**src/rtl/pc_fetch_unit.sv**
```systemverilog
// Fetch-stage program counter: holds the PC, computes PC + INSTR_BYTES,
// arbitrates exception/redirect sources and presents a valid/ready fetch
// request to instruction memory.
module pc_fetch_unit #(
  parameter int unsigned       WIDTH        = 32,
  parameter int unsigned       INSTR_BYTES  = 4,
  parameter logic [WIDTH-1:0]  RESET_VECTOR = '0,
  parameter logic [WIDTH-1:0]  EXC_VECTOR   = WIDTH'(32'h0000_0080)
) (
  input  logic             clk,
  input  logic             rst_n,
  input  logic             stall,
  input  logic             redirect_valid,
  input  logic [WIDTH-1:0] redirect_target,
  input  logic             exc_valid,
  input  logic             imem_ready,
  output logic [WIDTH-1:0] pc,
  output logic [WIDTH-1:0] pc_plus,
  output logic             fetch_valid,
  output logic             misalign_err,
  output logic             redirected
);

  // Low address bits that must be zero for an instruction-aligned target.
  // With INSTR_BYTES = 1 the mask is zero and every target is aligned.
  localparam logic [WIDTH-1:0] ALIGN_MASK = WIDTH'(INSTR_BYTES - 1);
  localparam logic [WIDTH-1:0] STRIDE     = WIDTH'(INSTR_BYTES);

  typedef enum logic [1:0] {
    BOOT = 2'd0,
    RUN  = 2'd1,
    WAIT = 2'd2
  } state_t;

  state_t           state_reg, state_next;
  logic [WIDTH-1:0] pc_reg, pc_next;
  logic             misalign_reg, misalign_next;
  logic             redirected_reg, redirected_next;

  logic             fire;
  logic             jump;
  logic             target_misaligned;

  assign fire              = imem_ready & ~stall;
  assign jump              = exc_valid | redirect_valid;
  assign target_misaligned = (redirect_target & ALIGN_MASK) != '0;

  // State, PC and event-pulse registers with asynchronous active-low reset.
  always_ff @(posedge clk or negedge rst_n) begin
    if (!rst_n) begin
      state_reg      <= BOOT;
      pc_reg         <= RESET_VECTOR;
      misalign_reg   <= 1'b0;
      redirected_reg <= 1'b0;
    end else begin
      state_reg      <= state_next;
      pc_reg         <= pc_next;
      misalign_reg   <= misalign_next;
      redirected_reg <= redirected_next;
    end
  end

  // Next-state and next-PC selection; exceptions beat redirects beat fire,
  // and redirect sources ignore stall/imem_ready (a pending fetch is dropped).
  always_comb begin
    state_next      = state_reg;
    pc_next         = pc_reg;
    misalign_next   = 1'b0;
    redirected_next = 1'b0;
    unique case (state_reg)
      BOOT: begin
        // Redirect/exception inputs are deliberately ignored here.
        state_next = RUN;
      end
      RUN, WAIT: begin
        if (exc_valid) begin
          pc_next         = EXC_VECTOR;
          redirected_next = 1'b1;
        end else if (redirect_valid && target_misaligned) begin
          pc_next         = EXC_VECTOR;
          misalign_next   = 1'b1;
          redirected_next = 1'b1;
        end else if (redirect_valid) begin
          pc_next         = redirect_target;
          redirected_next = 1'b1;
        end else if (fire) begin
          pc_next = pc_plus;
        end
        // WAIT holds the address stable until it is accepted or replaced.
        state_next = (fire || jump) ? RUN : WAIT;
      end
      default: begin
        state_next = BOOT;
      end
    endcase
  end

  // Sequential successor wraps modulo 2^WIDTH; carry-out is discarded.
  assign pc_plus      = pc_reg + STRIDE;
  assign pc           = pc_reg;
  assign fetch_valid  = (state_reg != BOOT);
  assign misalign_err = misalign_reg;
  assign redirected   = redirected_reg;

endmodule

```
**config.mk**
```make
export PLATFORM = sky130hd
export DESIGN_NAME = pc_fetch_unit
export DESIGN_NICKNAME = d
export VERILOG_FILES = /design/src/rtl/pc_fetch_unit.sv
export SDC_FILE = /design/constraint.sdc
export NUM_CORES = 1
export LEC_CHECK = 0
export CORE_MARGIN = 4
export CORE_UTILIZATION = 43
export CTS_BUF_LIST = sky130_fd_sc_hd__clkbuf_16
export DETAILED_ROUTE_END_ITERATION = 16
export PLACE_DENSITY_LB_ADDON = 0.15
export SYNTH_ARGS = -nofsm -noshare
export SYNTH_HDL_FRONTEND = slang
export SYNTH_SLANG_ARGS = --single-unit
```
**constraint.sdc**
```tcl
create_clock -name clk -period 2.3 [get_ports clk]
set_input_delay 0.23 -clock clk [delete_from_list [all_inputs] [get_ports clk]]
set_output_delay 0.23 -clock clk [all_outputs]
set_load 0.03 [all_outputs]
```
==> flow_summary.ini <==
[status]
status = finished clean

[die]
die_h_um = 83.98
core-area_mm2 = 0.005540
die_w_um = 83.98
fp-row-count = 27
ios = 105
start_util_pct = 44.81
die-area_mm2 = 0.007053

[critical_path]
critPathMaxFanout = 8
criticalPathCategory = flop to output pin
start_kind = flop
reg2reg_slack_ps = 430
crit_required_ps = 2070
arrival_ps = 1980
critPathCaptureType = output pin

[placement]
preCtsSetupSlack_ps = 16.86
place.gp.congestion = 0.8464
place_inst = 455
place_hpwl_um = 5606
port-buffer-count = 104

[synth]
yosys_register_bits = 36
ys_seq_area_share_pct = 36.29
synthDistinctLibCells = 50
synth_edf_count = 0
netlist_instances = 284
synth_nets = 325
yosysWarningCount = 0
synthFlopType = dfrtp_1
synth-async-reset-ratio_pct = 100.0
syn_area_per_cell_um2 = 8.741
netlist_area_mm2 = 0.002482

[layout]
fill_cells = 468
final_nets = 440
drive_gt1_share_pct = 21.80
final_cell_mix = clkdlybuf4s50_1 (78), buf_4 (44), dfrtp_1 (30), nand2_1 (27), o21ai_0 (24)
layout_commonest_cell = clkdlybuf4s50_1
diodes = 0
syn2layout_area_growth_pct = 57.66
stdcell_count = 471
largest_reg_flops = 32

[sta]
worst_pin_slew_ps = 822.9
finalMaxSlewViolations = 0
fin_ws_ps = 86.11
fmax_mhz = 451.7
period_needed_ps = 2214
setup_viol = 0
slew_headroom_pct = 45.14
hold_violations = 0
period_share_pct = 96.26
skew_ps = 3.528

[routing]
ant_nets = 0
vias = 2648
finalWirelength_um = 7905
wl_per_cell_um = 16.78
drcViolationCount = 0
dr.pass1.iters = 4
avgViaCountPerCell = 5.622
drtIter0Drc = 106

[cts]
holdBufCountCts = 0
clk_path_buf_depth = 2
clockRootBuffer = clkbuf_16
cts.clk_slew.worst_paths_ps = 50
cts.htree.levels = 2
clk_latency_ps = 280
cts_sinks = 36
numCtsBuffers = 5
cts_tree = yes

[grt]
grt_pass1_wl_um = 12820
grt_pass1_vias = 2535
antenna_found_initial = 0
grt_max_degree = 37
groute.usage.overall_pct = 22.24
grt-ovfl-total = 0

[power]
p_leak_nw = 1.782
vdd_drop_max_uv = 415.9
p_per_area_mw_per_mm2 = 681.7

[worst_hold_path]
hp-class = input port to asynchronous set/reset pin

[flow_run]
maxCapViolCount = 0
## Yosys cell counts (3+ instances only)
cell type / n / share of area [%]
dfrtp_1: 36 / 36
nand2_1: 27 / 4.1
o21ai_0: 24 / 4.8
xnor2_1: 19 / 6.7
a21oi_1: 15 / 3.0
nor2_1: 15 / 2.3
nand3_1: 12 / 2.4
clkbuf_1: 10 / 1.5
inv_1: 9 / 1.4
nand4_1: 9 / 2.3
xor2_1: 9 / 3.2
nor3_1: 8 / 1.6
a21o_1: 7 / 2.1
a22o_1: 7 / 2.5
a22oi_1: 6 / 1.8
buf_4: 6 / 1.8
o311ai_1: 6 / 2.1
and3_1: 5 / 1.3
and2_1: 3 / 0.76
buf_2: 3 / 0.60
clkbuf_2: 3 / 0.60
ha_1: 3 / 1.5
o22ai_1: 3 / 0.76
o2bb2ai_1: 3 / 1.1
## worst max-delay path, cell delays in order (launching register included)
cell     delay, ps
dfrtp_2        450
nand3_1        180
nor4_4         300
buf_4          200
nand4_1        160
xnor2_2        220
buf_4          200
## path summary, 6_finish.rpt
check	to	depth (start not counted)	from
max in group asynchronous	pc[3]	1	rst_n
hold / removal	pc[10]	1	rst_n
setup / recovery	pc_plus[23]	6	pc[6]
hold reg to reg	pc[0]	1	pc[0]
min in group clk	pc[0]	1	pc[0]
setup reg to reg	pc[28]	8	state_reg[0]
## per-layer routing
metal	wire length, um	up-vias	track usage [%]	part of all wire [%]
li1	-	1258	-	-
met1	3543	1276	30.29	45
met2	3750	104	35.65	47
met3	514	10	5.133	6.5
met4	97	0	5.702	1.2
met5	0	-	0	0
## per-stage QoR
step	util, %	cell area, um^2	total power, mW	hold WS (ps)	TNS [ps]
final	70.64	3914	2.668	45.36	0
after global routing	70.64	3914	2.792	131.9	-15.85
after CTS	68.88	3816	2.645	72.93	0
after detailed placement	65.74	3642	1.994	362.7	0
after global placement	65.74	3642	1.982	373.4	0
after floorplan	-	2535	1.505	-65.59	0
## final cells by class
| class | instances | area (um^2) | share of cell area [%] |
|---|---|---|---|
| sequential | 36 | 908.4 | 23.21 |
| clock inverter | 2 | 7.507 | 0.1918 |
| tap | 72 | 90.09 | 2.302 |
| timing repair buffer | 131 | 1209 | 30.88 |
| clock buffer | 5 | 125.1 | 3.197 |
| multi-input combinational | 216 | 1540 | 39.35 |
| inverter | 9 | 33.78 | 0.8632 |
## repair_timing
action	4_1_cts	5_1_grt
setup endpoints to repair	18	16
setup buffers	2	7
pin swaps	1	2
resized for setup	11	11
## power breakdown
| group | switching (mW) | total [mW] | internal [mW] |
|---|---|---|---|
| Sequential | 0.117 | 0.834 | 0.718 |
| Clock | 0.254 | 0.642 | 0.388 |
| Combinational | 0.686 | 1.19 | 0.505 |
## logic make-up (layout without fill, tap and decap cells)
family | Yosys count | count (layout) | share of synthesized area, %
buffers and inverters | 32 | 147 | 6.350
AOI/OAI and AO/OA | 81 | 81 | 21.52
xor gates and xnor gates | 28 | 28 | 9.879
muxes | 2 | 2 | 0.8065
DFF | 36 | 36 | 36.29
and+or+nand+nor | 102 | 102 | 23.64
adders and majority gates | 3 | 3 | 1.512
No activity file was read; power rests on OpenSTA's default activity.
